[config.mk]
export PLATFORM = sky130hd
export DESIGN_NAME = aes_round_sequencer_flat
export DESIGN_NICKNAME = d
export VERILOG_FILES = /design/src/rtl/aes_round_sequencer_if.sv /design/src/rtl/aes_round_sequencer.sv /design/src/flat_wrapper.sv
export SDC_FILE = /design/constraint.sdc
export NUM_CORES = 1
export LEC_CHECK = 0
export BUFFER_PORTS_ARGS = -buffer_cell sky130_fd_sc_hd__buf_2
export CORE_MARGIN = 2
export CORE_UTILIZATION = 46
export CTS_CLUSTER_DIAMETER = 120
export CTS_CLUSTER_SIZE = 25
export DETAILED_ROUTE_END_ITERATION = 10
export PLACE_DENSITY = 0.78
export SETUP_SLACK_MARGIN = 0.1
export SLEW_MARGIN = 10
export SYNTH_ARGS = -nofsm -noshare
export SYNTH_HDL_FRONTEND = slang
export SYNTH_SLANG_ARGS = --single-unit
[constraint.sdc]
create_clock -name CLK -period 1.9 [get_ports CLK]
set_input_delay 0.38 -clock CLK [delete_from_list [all_inputs] [get_ports CLK]]
set_output_delay 0.38 -clock CLK [all_outputs]
set_load 0.05 [all_outputs]
[src/rtl/aes_round_sequencer_if.sv]
// Byte-stream, control and memory-side signals of the AES round sequencer.
// The master modport is the sequencer; the slave modport is its environment.
interface aes_round_sequencer_if;
  logic       start;
  logic       busy;
  logic       done;
  logic       in_valid;
  logic [7:0] in_data;
  logic       in_ready;
  logic       out_valid;
  logic [7:0] out_data;
  logic       out_ready;
  logic       mem_cs;
  logic       mem_RW;
  logic       mem_operation;
  logic [3:0] mem_address;
  logic [7:0] mem_DataIN;
  logic [7:0] mem_DataOut;

  modport master (
    input  start, in_valid, in_data, out_ready, mem_DataOut,
    output busy, done, in_ready, out_valid, out_data,
           mem_cs, mem_RW, mem_operation, mem_address, mem_DataIN
  );

  modport slave (
    output start, in_valid, in_data, out_ready, mem_DataOut,
    input  busy, done, in_ready, out_valid, out_data,
           mem_cs, mem_RW, mem_operation, mem_address, mem_DataIN
  );
endinterface

[src/rtl/aes_round_sequencer.sv]
// Drives one AES block through an external round engine: 16 byte writes,
// NUM_ROUNDS operation pulses, then 16 byte reads streamed out.
module aes_round_sequencer #(
  parameter int NUM_ROUNDS = 10,
  parameter int OP_CYCLES  = 1
) (
  input logic                   CLK,
  input logic                   RST,
  aes_round_sequencer_if.master bus
);

  localparam logic [3:0] ROUNDS  = 4'(NUM_ROUNDS);
  localparam logic [1:0] OP_LAST = 2'(OP_CYCLES - 1);

  typedef enum logic [2:0] {
    IDLE, LOAD, OP, OP_GAP, RD_ADDR, RD_DATA, DONE
  } state_t;

  state_t     state, state_n;
  logic [3:0] index, index_n;
  logic [3:0] round_cnt, round_n;
  logic [1:0] op_cnt, op_n;
  logic [7:0] out_data_q;

  logic       in_ready_c, out_valid_c, done_c;
  logic       mem_cs_c, mem_rw_c, mem_op_c;
  logic [7:0] mem_din_c;

  // NOTE: every output and next-state value gets a default before the case
  // statement, so no path through this block can leave a latch behind.
  always_comb begin
    state_n     = state;
    index_n     = index;
    round_n     = round_cnt;
    op_n        = op_cnt;
    in_ready_c  = 1'b0;
    out_valid_c = 1'b0;
    done_c      = 1'b0;
    mem_cs_c    = 1'b0;
    mem_rw_c    = 1'b1;
    mem_op_c    = 1'b0;
    mem_din_c   = 8'h00;

    unique case (state)
      IDLE: begin
        if (bus.start) begin
          state_n = LOAD;
          index_n = 4'd0;
          round_n = 4'd0;
        end
      end
      LOAD: begin
        in_ready_c = 1'b1;
        if (bus.in_valid) begin
          mem_cs_c  = 1'b1;
          mem_rw_c  = 1'b0;
          mem_din_c = bus.in_data;
          index_n   = index + 4'd1;
          op_n      = 2'd0;
          if (index == 4'd15) state_n = (ROUNDS != 4'd0) ? OP : RD_ADDR;
        end
      end
      OP: begin
        mem_cs_c = 1'b1;
        mem_rw_c = 1'b0;
        mem_op_c = 1'b1;
        if (op_cnt == OP_LAST) begin
          op_n    = 2'd0;
          state_n = OP_GAP;
        end else begin
          op_n = op_cnt + 2'd1;
        end
      end
      OP_GAP: begin
        round_n = round_cnt + 4'd1;
        state_n = (round_n < ROUNDS) ? OP : RD_ADDR;
      end
      RD_ADDR: begin
        mem_cs_c = 1'b1;
        state_n  = RD_DATA;
      end
      RD_DATA: begin
        out_valid_c = 1'b1;
        if (bus.out_ready) begin
          index_n = index + 4'd1;
          state_n = (index == 4'd15) ? DONE : RD_ADDR;
        end
      end
      DONE: begin
        done_c  = 1'b1;
        state_n = IDLE;
      end
      default: state_n = IDLE;
    endcase
  end

  // NOTE: state registers use non-blocking assignments so every flop samples
  // the pre-edge value of every other flop.
  always_ff @(posedge CLK) begin
    if (RST) begin
      state      <= IDLE;
      index      <= 4'd0;
      round_cnt  <= 4'd0;
      op_cnt     <= 2'd0;
      out_data_q <= 8'h00;
    end else begin
      state     <= state_n;
      index     <= index_n;
      round_cnt <= round_n;
      op_cnt    <= op_n;
      // Read data is combinational from the memory while RD_ADDR presents the address.
      if (state == RD_ADDR) out_data_q <= bus.mem_DataOut;
    end
  end

  assign bus.busy          = (state != IDLE);
  assign bus.done          = done_c;
  assign bus.in_ready      = in_ready_c;
  assign bus.out_valid     = out_valid_c;
  assign bus.out_data      = out_data_q;
  assign bus.mem_cs        = mem_cs_c;
  assign bus.mem_RW        = mem_rw_c;
  assign bus.mem_operation = mem_op_c;
  assign bus.mem_address   = index;
  assign bus.mem_DataIN    = mem_din_c;

endmodule

[src/flat_wrapper.sv]
// flat-port wrapper written by rule: the top's interface ports become plain ports
module aes_round_sequencer_flat 
#(
  parameter int NUM_ROUNDS = 10,
  parameter int OP_CYCLES  = 1
)
  (CLK, RST, bus_start, bus_in_valid, bus_in_data, bus_out_ready, bus_mem_DataOut, bus_busy, bus_done, bus_in_ready, bus_out_valid, bus_out_data, bus_mem_cs, bus_mem_RW, bus_mem_operation, bus_mem_address, bus_mem_DataIN);
  aes_round_sequencer_if bus_i ();
  input logic CLK;
  input logic RST;
  input wire logic [$bits(bus_i.start)-1:0] bus_start;
  input wire logic [$bits(bus_i.in_valid)-1:0] bus_in_valid;
  input wire logic [$bits(bus_i.in_data)-1:0] bus_in_data;
  input wire logic [$bits(bus_i.out_ready)-1:0] bus_out_ready;
  input wire logic [$bits(bus_i.mem_DataOut)-1:0] bus_mem_DataOut;
  output wire logic [$bits(bus_i.busy)-1:0] bus_busy;
  output wire logic [$bits(bus_i.done)-1:0] bus_done;
  output wire logic [$bits(bus_i.in_ready)-1:0] bus_in_ready;
  output wire logic [$bits(bus_i.out_valid)-1:0] bus_out_valid;
  output wire logic [$bits(bus_i.out_data)-1:0] bus_out_data;
  output wire logic [$bits(bus_i.mem_cs)-1:0] bus_mem_cs;
  output wire logic [$bits(bus_i.mem_RW)-1:0] bus_mem_RW;
  output wire logic [$bits(bus_i.mem_operation)-1:0] bus_mem_operation;
  output wire logic [$bits(bus_i.mem_address)-1:0] bus_mem_address;
  output wire logic [$bits(bus_i.mem_DataIN)-1:0] bus_mem_DataIN;
  assign bus_i.start = bus_start;
  assign bus_i.in_valid = bus_in_valid;
  assign bus_i.in_data = bus_in_data;
  assign bus_i.out_ready = bus_out_ready;
  assign bus_i.mem_DataOut = bus_mem_DataOut;
  assign bus_busy = bus_i.busy;
  assign bus_done = bus_i.done;
  assign bus_in_ready = bus_i.in_ready;
  assign bus_out_valid = bus_i.out_valid;
  assign bus_out_data = bus_i.out_data;
  assign bus_mem_cs = bus_i.mem_cs;
  assign bus_mem_RW = bus_i.mem_RW;
  assign bus_mem_operation = bus_i.mem_operation;
  assign bus_mem_address = bus_i.mem_address;
  assign bus_mem_DataIN = bus_i.mem_DataIN;
  aes_round_sequencer #(.NUM_ROUNDS(NUM_ROUNDS), .OP_CYCLES(OP_CYCLES)) u_core (.CLK(CLK), .RST(RST), .bus(bus_i));
endmodule
==> flow_metrics.py <==
metrics = {
    "run_status": {
        "outcome": "finished clean",
    },
    "layout": {
        "utilization_pct": 75.0,
        "final_area_sq_mm": 0.00169,
        "final_nets": 225,
        "drive_gt1_share_pct": 45.7,
        "fillers": 170,
        "syn_to_final_growth_pct": 51.5,
        "antenna_cells": 0,
    },
    "sta": {
        "timing.hold.ws_ns": 0.289,
        "finClkSkew_ns": 0.00976,
        "fin_setup_tns_ns": 0,
        "fin_crit_sh_pct": 97.7,
        "rsz0062_at_grt": "true",
        "slew_headroom_pct": 66.8,
        "slew_viol_final": 0,
        "worstMarginPinSlew_ns": 0.496,
        "setup_ws_ns": 0.0438,
        "setup_viol": 0,
        "layout_min_cycle_time_ns": 1.86,
        "hold_violations": 0,
        "clock.fmax_ghz": 0.539,
    },
    "power": {
        "vdd_drop_max_uv": 650,
        "sw_frac_of_total_pct": 33.5,
        "power.switching_mw": 0.339,
        "power_frac_seq_pct": 45.1,
        "clkPwrFrac_pct": 21.5,
        "p_leak_nw": 0.724,
        "p_per_area_mw_per_mm2": 598,
        "internal-power_mw": 0.671,
        "pwr-share-comb_pct": 33.4,
    },
    "floorplan": {
        "die-width_microns": 53.3,
        "start_util_pct": 49.5,
        "ios": 48,
        "die_height_microns": 53.3,
        "dieArea_sq_mm": 0.00284,
        "core-area_sq_mm": 0.00225,
        "num_rows": 17,
    },
    "setup_path": {
        "worstPathArrival_ns": 1.48,
        "cp_top_family": "simple AND/OR/NAND/NOR gates",
        "r2r_start": "u_core.state[2]",
        "cp.depth": 5,
        "end_kind": "output pin",
        "worstSetupStartpoint": "u_core.state[1]",
        "cp-start-kind": "flip-flop",
        "crit_chain": "nand2b_4 > nor3b_4 > buf_6 > and2_4 > buf_8",
        "rrSetupSlack_ns": 0.28,
        "crit_fanout": 5,
        "critical_path.max_stage_delay_ns": 0.35,
        "crit_required_ns": 1.52,
        "crit_slowest_cell": "dfxtp_2",
        "cp_num_buf_inv": 2,
        "r2r-end": "u_core.bus.mem_address[3]",
        "crit_path_end": "bus_mem_DataIN[0]",
        "reg2reg_depth": 5,
        "crit_type": "reg2out",
    },
    "yosys": {
        "ys_top_cells_by_area": "dfxtp_1 38%, a21oi_1 7.2%, nand2_1 6.4%",
        "synth_top_area_share_pct": 37.7,
        "syn_area_per_cell_sq_um": 7.86,
        "synthFlopType": "dfxtp_1",
        "synth_commonest_cells": "21 x dfxtp_1, 19 x nand2_1, 16 x a21oi_1",
        "synth-seq-cells": 21,
        "synth_nets": 167,
        "synth_enable_flop_cells": 0,
        "synth.distinct_cells": 38,
        "yosysTopAreaCell": "dfxtp_1",
        "async_flop_share_pct": 0,
        "synth_most_common_cell": "dfxtp_1",
        "netlist_area_sq_mm": 0.00112,
        "ys_seq_area_share_pct": 37.7,
        "ys_warn_count": 0,
        "synthCells": 142,
    },
    "place": {
        "io_buffers": 47,
        "dpl_cell_area_sq_mm": 0.00144,
        "place_congestion": 0.842,
        "place_ws_ns": 0.0724,
        "hpwl_microns": 2180,
    },
    "cts": {
        "numCtsBuffers": 3,
        "cts_tree": "built",
        "root_buffer": "clkbuf_4",
        "clk_pin_slew_ns": 0.12,
        "cts.sinks": 21,
        "clockBufferDepth": 2,
        "cts_max_level": 1,
        "clk_latency_ns": 0.31,
        "cts_hold_buf": 0,
    },
    "grt": {
        "grt_use_met2_pct": 43.0,
        "grt_use_total_pct": 23.9,
        "grt.busiest_layer": "met2",
        "grt_max_degree": 21,
        "antenna_found_initial": 0,
        "grt_use_met1_pct": 26.1,
        "grtUsageMet3_pct": 4.52,
        "grt_pass1_vias": 1154,
        "grt_overflow": 0,
        "grt_pass1_wl_microns": 4910,
    },
    "hold_path": {
        "hold_class": "in2reg",
        "min_from": "bus_mem_DataOut[0]",
    },
    "route": {
        "antenna_left": 0,
        "drt_iter0_drc": 27,
        "num_vias": 1250,
        "drc": 0,
        "wl_per_cell_microns": 14.2,
        "wl_microns": 3230,
        "viasPerCell": 5.51,
        "dr.pass1.iters": 4,
    },
    "run": {
        "drv_cap": 0,
    },
}
==> layer usage <==
metal,wire (microns),share of wire [%]
met5,0,0
met4,102,3.2
met3,205,6.3
met2,1680,52
met1,1240,38
==> tightest hold or removal path: stages <==
cell	delay (ns)
buf_2	0.10
nand2_1	0.04
a21oi_1	0.05
==> metrics by stage <==
step / power, mW / instances
final: 1.01 / 227
after global routing: 1.05 / 227
after CTS: 0.997 / 227
after detailed placement: 0.703 / 217
after global placement: 0.699 / 217
after floorplan: 0.638 / 142
==> sequential cells by signal (all words and copies together) (netlist names) <==
signal and flops:
u_core.bus.mem_address 4, u_core.op_cnt 2, u_core.bus.out_data 8, u_core.state 3, u_core.round_cnt 4
==> power groups by stage <==
stage / sequential [mW] / combinational [mW] / clock, mW
floorplan: 0.471 / 0.167 / 0
global placement: 0.465 / 0.234 / 0
detailed placement: 0.466 / 0.238 / 0
CTS: 0.456 / 0.313 / 0.228
global route: 0.456 / 0.353 / 0.238
finish: 0.455 / 0.337 / 0.218
==> placed cells by master, fill, tap and decap left out, drive strengths merged <==
cell and count:
nand2b 1, clkinv 1, a32oi 1, nand3 4, and3 1, o21ai 7
nor3 3, o32ai 1, nor3b 3, nor4b 1, dfxtp 21, ha 4
a31o 1, a22oi 1, and2 9, o221a 1, clkbuf 3, a211o 1
a31oi 1, o21a 1, a21boi 2, nor2b 1, nor2 15, inv 7
a41oi 1, o31ai 1, a21oi 16, or3 8, mux2 1, nand3b 1
buf 60, nand2 19, mux2i 1
==> kinds of logic (layout without fill, tap and decap cells) <==
kind of cell / Yosys count / in the layout / synth area share [%]
adders and majority gates: 4 / 4 / 4.48
buffers and inverters: 14 / 71 / 5.83
and+or+nand+nor: 66 / 66 / 30.9
muxes: 2 / 2 / 1.91
DFF: 21 / 21 / 37.7
AOI/OAI and AO/OA: 35 / 35 / 19.2
==> worst min-delay path by stage <==
stage	endpoint	slack [ns]	depth (start not counted)
after floorplan	u_core.round_cnt[3]	0.49	2
after global placement	u_core.bus.out_data[4]	0.44	2
after detailed placement	u_core.bus.out_data[0]	0.45	2
after CTS	u_core.bus.out_data[0]	0.29	3
after global routing	u_core.bus.out_data[6]	0.29	3
final	u_core.bus.out_data[0]	0.29	3
==> timing repair <==
item,in CTS,in global routing
setup buffers,5,0
pin swaps,10,2
gates cloned,1,0
endpoints found under the setup margin,16,19
resized for setup,50,10
==> final cells by class <==
type / count / area (sq um) / area share, %
sequential: 21 / 429 / 25.4
tap: 28 / 35.0 / 2.07
inverter: 7 / 26.3 / 1.55
timing repair buffer: 60 / 465 / 27.5
clock inverter: 1 / 5.00 / 0.296
clock buffer: 3 / 22.5 / 1.33
multi-input combinational: 107 / 707 / 41.8
Power figures use the tool's default switching activity.
